$ cat src/rtl/iob_cpu_bus_router.sv
// Routes PicoRV32 native-interface accesses to one of 2**SEL_W slave buses, allowing
// one outstanding transaction and timing out silent slaves with an error word.
module iob_cpu_bus_router #(
    parameter int unsigned       ADDR_W     = 32,
    parameter int unsigned       DATA_W     = 32,
    parameter int unsigned       SEL_W      = 2,
    parameter int unsigned       BOOT_SLAVE = 1,
    parameter int unsigned       TIMEOUT_W  = 8,
    parameter logic [DATA_W-1:0] ERR_DATA   = 32'hDEADBEEF
) (
    input  logic                         clk,
    input  logic                         rst,
    input  logic                         boot,
    input  logic                         cpu_valid,
    input  logic                         cpu_instr,
    input  logic [ADDR_W-1:0]            cpu_addr,
    input  logic [DATA_W-1:0]            cpu_wdata,
    input  logic [DATA_W/8-1:0]          cpu_wstrb,
    output logic [DATA_W-1:0]            cpu_rdata,
    output logic                         cpu_ready,
    output logic [(2**SEL_W)-1:0]        s_valid,
    output logic [ADDR_W-1:0]            s_addr,
    output logic [DATA_W-1:0]            s_wdata,
    output logic [DATA_W/8-1:0]          s_wstrb,
    input  logic [(2**SEL_W)*DATA_W-1:0] s_rdata,
    input  logic [(2**SEL_W)-1:0]        s_ready,
    input  logic                         err_clr,
    output logic                         err,
    output logic [ADDR_W-1:0]            err_addr
);
    localparam int unsigned      NS       = 2**SEL_W;
    localparam logic [SEL_W-1:0] BOOT_SEL = SEL_W'(BOOT_SLAVE);

    typedef enum logic [1:0] {IDLE, REQ, RESP} state_t;

    state_t              state, state_next;
    logic [SEL_W-1:0]    sel, sel_next;
    logic [TIMEOUT_W-1:0] timer;
    logic                sel_ready;
    logic                timer_max;
    logic                timed_out;
    logic                is_read;
    logic [DATA_W-1:0]   sel_rdata;

    always_comb begin
        sel_next = cpu_addr[ADDR_W-1 -: SEL_W];
        if (cpu_instr) begin
            sel_next = boot ? BOOT_SEL : '0;
        end
        sel_ready = s_ready[sel];
        sel_rdata = s_rdata[sel*DATA_W +: DATA_W];
        timer_max = (timer == '1);
        // Ready beats a simultaneous timeout, so only a silent slave can raise err.
        timed_out = (state == REQ) && !sel_ready && timer_max;
        is_read   = (s_wstrb == '0);
    end

    always_ff @(posedge clk) begin
        if (rst) begin
            state <= IDLE;
        end else begin
            state <= state_next;
        end
    end

    always_comb begin
        state_next = state;
        unique case (state)
            IDLE:    if (cpu_valid) state_next = REQ;
            REQ:     if (sel_ready || timer_max) state_next = RESP;
            RESP:    state_next = IDLE;
            default: state_next = IDLE;
        endcase
    end

    // cpu_ready is registered on entry to RESP so it is high exactly while in RESP.
    always_ff @(posedge clk) begin
        if (rst) begin
            sel       <= '0;
            timer     <= '0;
            s_valid   <= '0;
            s_addr    <= '0;
            s_wdata   <= '0;
            s_wstrb   <= '0;
            cpu_ready <= 1'b0;
            cpu_rdata <= '0;
            err_addr  <= '0;
        end else begin
            cpu_ready <= 1'b0;
            unique case (state)
                IDLE: begin
                    if (cpu_valid) begin
                        s_addr  <= cpu_addr;
                        s_wdata <= cpu_wdata;
                        s_wstrb <= cpu_wstrb;
                        sel     <= sel_next;
                        s_valid <= NS'(1) << sel_next;
                        timer   <= '0;
                    end
                end
                REQ: begin
                    if (sel_ready) begin
                        s_valid   <= '0;
                        cpu_ready <= 1'b1;
                        cpu_rdata <= is_read ? sel_rdata : '0;
                    end else if (timer_max) begin
                        s_valid   <= '0;
                        cpu_ready <= 1'b1;
                        cpu_rdata <= is_read ? ERR_DATA : '0;
                        err_addr  <= s_addr;
                    end else begin
                        timer <= timer + 1'b1;
                    end
                end
                default: ;
            endcase
        end
    end

    always_ff @(posedge clk) begin
        if (rst) begin
            err <= 1'b0;
        end else if (timed_out) begin
            err <= 1'b1;
        end else if (err_clr) begin
            err <= 1'b0;
        end
    end

endmodule

$ cat config.mk
export PLATFORM = sky130hd
export DESIGN_NAME = iob_cpu_bus_router
export DESIGN_NICKNAME = d
export VERILOG_FILES = /design/src/rtl/iob_cpu_bus_router.sv
export SDC_FILE = /design/constraint.sdc
export NUM_CORES = 1
export LEC_CHECK = 0
export CORE_MARGIN = 2
export CORE_UTILIZATION = 35
export DETAILED_ROUTE_END_ITERATION = 8
export GPL_ROUTABILITY_DRIVEN = 0
export PLACE_DENSITY = 0.76
export RECOVER_POWER = 100
export SKIP_LAST_GASP = 1
export SLEW_MARGIN = 30
export SYNTH_ARGS = -nofsm -noshare
export SYNTH_HDL_FRONTEND = slang
export SYNTH_SLANG_ARGS = --single-unit
$ cat constraint.sdc
create_clock -name clk -period 1.85 [get_ports clk]
set_input_delay 0.185 -clock clk [delete_from_list [all_inputs] [get_ports clk]]
set_output_delay 0.185 -clock clk [all_outputs]
set_load 0.01 [all_outputs]
==> results.py, run 1 <==
metrics = {
    "sta": {
        "fin_crit_sh": 0.965,
        "whs_ns": 0.0618,
        "hold_violations": 0,
        "setup_viol": 0,
        "tightest_slew_ns": 0.588,
        "maxSlewViolCount": 0,
        "slew_headroom": 0.608,
        "fin_crit_ns": 1.78,
        "fin_ws_ns": 0.0654,
        "fin_skew_ns": 0.00746,
        "rsz0062_at_grt": "false",
        "max_freq_ghz": 0.560,
    },
    "final_layout": {
        "multiInputGateArea_mm2": 0.00304,
        "regArea_mm2": 0.00300,
        "syn_to_final_growth_pct": 70.4,
        "final_util": 0.603,
        "fin_area_mm2": 0.0108,
        "drive_gt1_frac": 0.103,
        "fillers": 1534,
        "final_nets": 1227,
    },
    "global_routing": {
        "antenna_found_initial": 1,
        "met3_usage": 0.0727,
        "grt_pass1_vias": 6357,
        "grt-busiest-layer": "met2",
        "use_met2": 0.385,
        "grt_pass1_wl_um": 33900,
        "grt_max_degree": 61,
        "grt_use_total": 0.221,
        "grt_overflow": 0,
        "met1_usage": 0.253,
    },
    "route": {
        "avgViaCountPerCell": 5.16,
        "vias": 6503,
        "drt_first_iter_violations": 394,
        "drc_errors": 0,
        "dr.pass1.iters": 5,
        "routed_wl_um": 21800,
        "wl_per_cell_um": 17.3,
        "ant_nets": 0,
    },
    "synth": {
        "avgSynthCellArea_um2": 9.20,
        "synthArstFlopShare": 0,
        "synth_fa_ha_area_frac": 0.00198,
        "synth_top_family_by_area": "compound AO/OA/AOI/OAI gates",
        "synth_common_cells": "dfxtp_1 (150), nand2_1 (142), a21oi_1 (112), clkbuf_1 (42), nand3_1 (37)",
        "ys_warn_count": 0,
        "synth_xor_area_frac": 0,
        "synth_cell_type_count": 41,
        "ys_seq_area_frac": 0.476,
        "yosysTopAreaCellShare": 0.476,
        "synthTopCellsByArea": "dfxtp_1 (48%), mux4_2 (12%), a21oi_1 (8.9%)",
        "synthesis.nets": 893,
        "synthMuxAreaShare": 0.124,
        "yosysMostFrequentCell": "dfxtp_1",
        "ys_ff_latch": 150,
        "synth-edff-count": 0,
        "syn_inst": 686,
        "synth-simple-area-share": 0.159,
        "yosys.area.top_type": "dfxtp_1",
        "synth-main-ff-cell": "dfxtp_1",
        "synth_compound_area_frac": 0.194,
        "syn_area_mm2": 0.00631,
    },
    "setup_path": {
        "crit_path_end_kind": "flip-flop",
        "arrival_ns": 2.12,
        "crit_fanout": 21,
        "crit_type": "reg -> reg",
        "start_kind": "flip-flop",
        "required_ns": 2.18,
    },
    "floorplan": {
        "initial_core_util": 0.354,
        "die_w_um": 138,
        "dieArea_mm2": 0.0191,
        "coreArea_mm2": 0.0178,
        "fp-row-count": 49,
        "ios": 344,
        "die_h_um": 138,
    },
    "place": {
        "port_buffers": 343,
        "placed_cell_area_mm2": 0.0101,
        "pre_cts_slack_ns": -0.0436,
        "place_hpwl_um": 16300,
    },
    "flow_run": {
        "maxCapViolations": 0,
    },
    "power_and_ir_drop": {
        "pwr-share-comb": 0.182,
        "p_int_mw": 6.64,
        "p_sw_frac": 0.238,
        "powerDensity_mw_per_mm2": 811,
        "power_mw": 8.72,
        "power_switching_mw": 2.08,
        "ir_worst_vdd_v": 0.000574,
        "power.leakage_nw": 4.21,
        "seqPwrFrac": 0.398,
        "p_clk_frac": 0.420,
    },
    "clocking": {
        "clk_pin_slew_worst_paths_ns": 0.06,
        "numCtsBuffers": 17,
        "cts.sinks": 150,
        "clk_latency_ns": 0.41,
        "cts_tree": "yes",
        "cts_htree_levels": 4,
        "cts_hold_buf": 0,
        "cts_buffer_depth": 2,
        "clockRootBuffer": "clkbuf_16",
    },
    "status": {
        "run_status": "finished, final reports clean",
    },
    "min_path": {
        "hold_path_class": "in -> reg",
    },
}
per-stage QoR:
stage,cells,TNS (ns)
floorplan,686,0
global placement,1227,-0.000307
detailed placement,1227,-0.699
CTS,1257,0
global route,1261,0
finish,1261,0
cell usage in the layout, fill, tap and decap left out, drive strengths merged, types with 26 or more instances in the layout:
master	count
nand3	37
clkbuf	26
dfxtp	150
o21ai	35
buf	31
nor2	31
dlygate4sd3	138
clkdlybuf4s50	204
mux4	33
nand2	142
a21oi	113
registers in the layout, summed over array words and instances, names as in the netlist:
register and cells:
s_addr 32, cpu_rdata 32, err_addr 32, state 2
s_valid 4, s_wstrb 4, timer 8, cpu_ready 1
err 1, s_wdata 32, sel 2
power by group through the flow:
| stage | Combinational [mW] | Sequential, mW | Clock, mW |
|---|---|---|---|
| 3_5_place_dp | 1.66 | 3.55 | 0 |
| 5_1_grt | 1.71 | 3.49 | 3.89 |
| 6_report | 1.58 | 3.47 | 3.66 |
| 2_1_floorplan | 0.633 | 3.60 | 0 |
| 4_1_cts | 1.66 | 3.48 | 3.75 |
| 3_3_place_gp | 1.64 | 3.55 | 0 |
path summary, 6_finish.rpt:
check / start / endpoint / slack (ns) / depth (start not counted)
worst max register to register: sel[0] / cpu_rdata[7] / 0.07 / 5
worst min-delay path: rst / timer[4] / 0.06 / 2
worst max-delay path: sel[0] / cpu_rdata[7] / 0.07 / 5
worst min register to register: s_wdata[23] / s_wdata[23] / 0.45 / 2
cell type report:
| class | instances | area share |
|---|---|---|
| Sequential cell | 150 | 0.279 |
| Timing Repair Buffer | 377 | 0.354 |
| Clock inverter | 8 | 0.0137 |
| Clock buffer | 22 | 0.0441 |
| Multi-Input combinational cell | 474 | 0.282 |
| Tap cell | 229 | 0.0266 |
| Antenna cell | 1 | 0.000233 |
layer usage:
layer / vias to the layer above / share of wire
met4: 0 / 0.025
met3: 37 / 0.078
met1: 3060 / 0.40
met2: 273 / 0.50
li1: 3133 / -
met5: - / 0
critical path, stage by stage, from the launching register on:
cell       delay [ns]
dfxtp_2          0.44
mux4_2           0.63
a21oi_4          0.16
o21ba_4          0.18
buf_12           0.16
o2bb2ai_1        0.13
cell families after synthesis:
| logic type | Yosys count |
|---|---|
| simple gates | 234 |
| flops | 150 |
| buf+inv | 62 |
| mux | 37 |
| fa+ha+maj | 1 |
| compound gates | 202 |
what timing repair did:
action,CTS,global route
setup endpoints to repair,1,4
resized for setup,1,3
setup buffers,0,3
pin swaps,0,1
Power figures use the tool's default switching activity.
==> inputs of run 2 (changes only) <==
CORE_AREA = 2 2 135 137   (was unset)
CORE_MARGIN = unset   (was 2)
CORE_UTILIZATION = unset   (was 35)
DIE_AREA = 0 0 137 139   (was unset)
PLACE_DENSITY = 0.75   (was 0.76)
clock period = 1.9 ns   (was 1.85 ns; I/O delays follow)
==> run 2 against run 1 <==
Register-to-register slack improved by 0.02 ns. Sequential share of layout area is essentially flat. Utilization increased by 0.73 points. Clock skew about the same. Non-clock buffer count down 1. First-iteration DRC count is 29% lower.
==> results.py, run 2 (synthesized netlist as in run 1, its figures left out) <==
metrics = {
    "global_routing": {
        "met1_usage": 0.257,
        "grt_pass1_vias": 6413,
        "grt_overflow": 0,
        "grt-busiest-layer": "met2",
        "met3_usage": 0.0906,
        "use_met2": 0.393,
        "grt_use_total": 0.229,
        "grt_max_degree": 60,
        "antenna_found_initial": 4,
        "grt_pass1_wl_um": 34300,
    },
    "status": {
        "run_status": "finished, final reports clean",
    },
    "power_and_ir_drop": {
        "ir_worst_vdd_v": 0.000568,
        "powerDensity_mw_per_mm2": 779,
        "power.leakage_nw": 4.20,
        "power_mw": 8.39,
    },
    "clocking": {
        "cts.sinks": 150,
        "cts_buffer_depth": 2,
        "cts_htree_levels": 4,
        "clk_latency_ns": 0.42,
        "clockRootBuffer": "clkbuf_16",
        "numCtsBuffers": 17,
        "clk_pin_slew_worst_paths_ns": 0.06,
        "cts_tree": "yes",
    },
    "floorplan": {
        "fp-row-count": 49,
        "ios": 344,
        "dieArea_mm2": 0.0190,
        "coreArea_mm2": 0.0177,
        "initial_core_util": 0.357,
        "die_h_um": 139,
        "die_w_um": 137,
    },
    "sta": {
        "setup_viol": 0,
        "tightest_slew_ns": 0.573,
        "maxSlewViolCount": 0,
        "slew_headroom": 0.618,
        "max_freq_ghz": 0.550,
        "fin_crit_sh": 0.957,
        "rsz0062_at_grt": "false",
        "fin_skew_ns": 0.00781,
        "hold_violations": 0,
        "fin_crit_ns": 1.82,
    },
    "setup_path": {
        "crit_buf_inv": 1,
        "cp_num_cells": 5,
        "required_ns": 2.24,
        "crit_fanout": 16,
        "crit_type": "reg -> reg",
        "critical_path.startpoint": "sel[0]",
        "critPathTopFamily": "multiplexers",
        "r2r_end": "cpu_rdata[19]",
        "r2r-start": "sel[0]",
        "crit_path_end_kind": "flip-flop",
        "crit_chain": "mux4_2 -> a21oi_4 -> o21ba_4 -> buf_12 -> o2bb2ai_1",
        "start_kind": "flip-flop",
        "crit_end": "cpu_rdata[19]",
        "slowest_stage": "mux4_2",
        "arrival_ns": 2.15,
        "reg2reg_depth": 5,
        "critPathMaxStageDelay_ns": 0.66,
        "regToRegSetupSlack_ns": 0.08,
    },
    "final_layout": {
        "layout.cells.non_filler": 1265,
        "syn_to_final_growth_pct": 70.6,
        "final_nets": 1226,
        "fillers": 1534,
        "drive_gt1_frac": 0.103,
        "fin_area_mm2": 0.0108,
        "final_common_cell": "clkdlybuf4s50_1",
        "final_cell_mix": "clkdlybuf4s50_1 (204), dfxtp_1 (149), nand2_1 (142)",
    },
    "place": {
        "place_hpwl_um": 16500,
        "placed_cell_area_mm2": 0.0102,
        "dp.cells": 1229,
        "port_buffers": 343,
    },
    "min_path": {
        "hold_path_class": "in -> reg",
    },
    "route": {
        "vias": 6455,
        "drt_first_iter_violations": 278,
        "routed_wl_um": 22300,
        "ant_nets": 0,
        "drc_errors": 0,
        "wl_per_cell_um": 17.6,
        "avgViaCountPerCell": 5.10,
        "dr.pass1.iters": 4,
    },
    "flow_run": {
        "maxCapViolations": 0,
    },
}
-- run 2: metal layers --
layer  vias to the layer above  part of all wire  routed length (µm)
li1                       3142                 -                   -
met1                      3034              0.39                8640
met2                       248              0.49               11000
met3                        31             0.094                2090
met4                         0             0.026                 584
met5                         -                 0                   0
-- run 2: through the flow --
step	setup WS, ns	hold WS, ns	TNS (ns)	util
floorplan	0.200	0.326	0	-
global placement	0.0182	0.441	0	0.577
detailed placement	-0.0381	0.445	-0.778	0.577
CTS	0.0706	0.0654	0	0.611
global route	0.00604	0.0887	0	0.610
finish	0.0820	0.0824	0	0.610
-- run 2: where the power goes --
group          internal (mW)  switching [mW]
Sequential              3.29          0.0927
Combinational          0.909           0.663
Clock                   2.10            1.33
Total                   6.30            2.09
-- run 2: worst min path at each step --
stage	to	slack, ns	cells after the start	start
after detailed placement	cpu_rdata[7]	0.45	1	cpu_rdata[7]
after CTS	timer[7]	0.07	2	rst
final	timer[4]	0.08	2	rst
after global routing	timer[7]	0.09	2	rst
after global placement	s_wdata[0]	0.44	2	s_wdata[0]
after floorplan	s_wdata[0]	0.33	2	cpu_wdata[0]
-- run 2: what timing repair did --
action,CTS,global route
endpoints found under the hold margin,0,0
resized for setup,0,1
setup buffers,0,0
endpoints found under the setup margin,0,6
hold buffers,0,0
-- run 2: cell type report --
class                           count  area, µm²  area share
Sequential cell                   150       3000       0.279
Clock inverter                     12        153      0.0142
Clock buffer                       20        447      0.0415
Timing Repair Buffer              376       3840       0.356
Tap cell                          229        287      0.0266
Antenna cell                        4       10.0    0.000929
Multi-Input combinational cell    474       3030       0.281
-- run 2: worst register-to-register path, delay by kind of cell (launching register included) --
family | cells | cell delay, ns
DFF | 1 | 0.44
buffers and inverters | 1 | 0.15
AOI/OAI and AO/OA | 3 | 0.49
muxes | 1 | 0.67
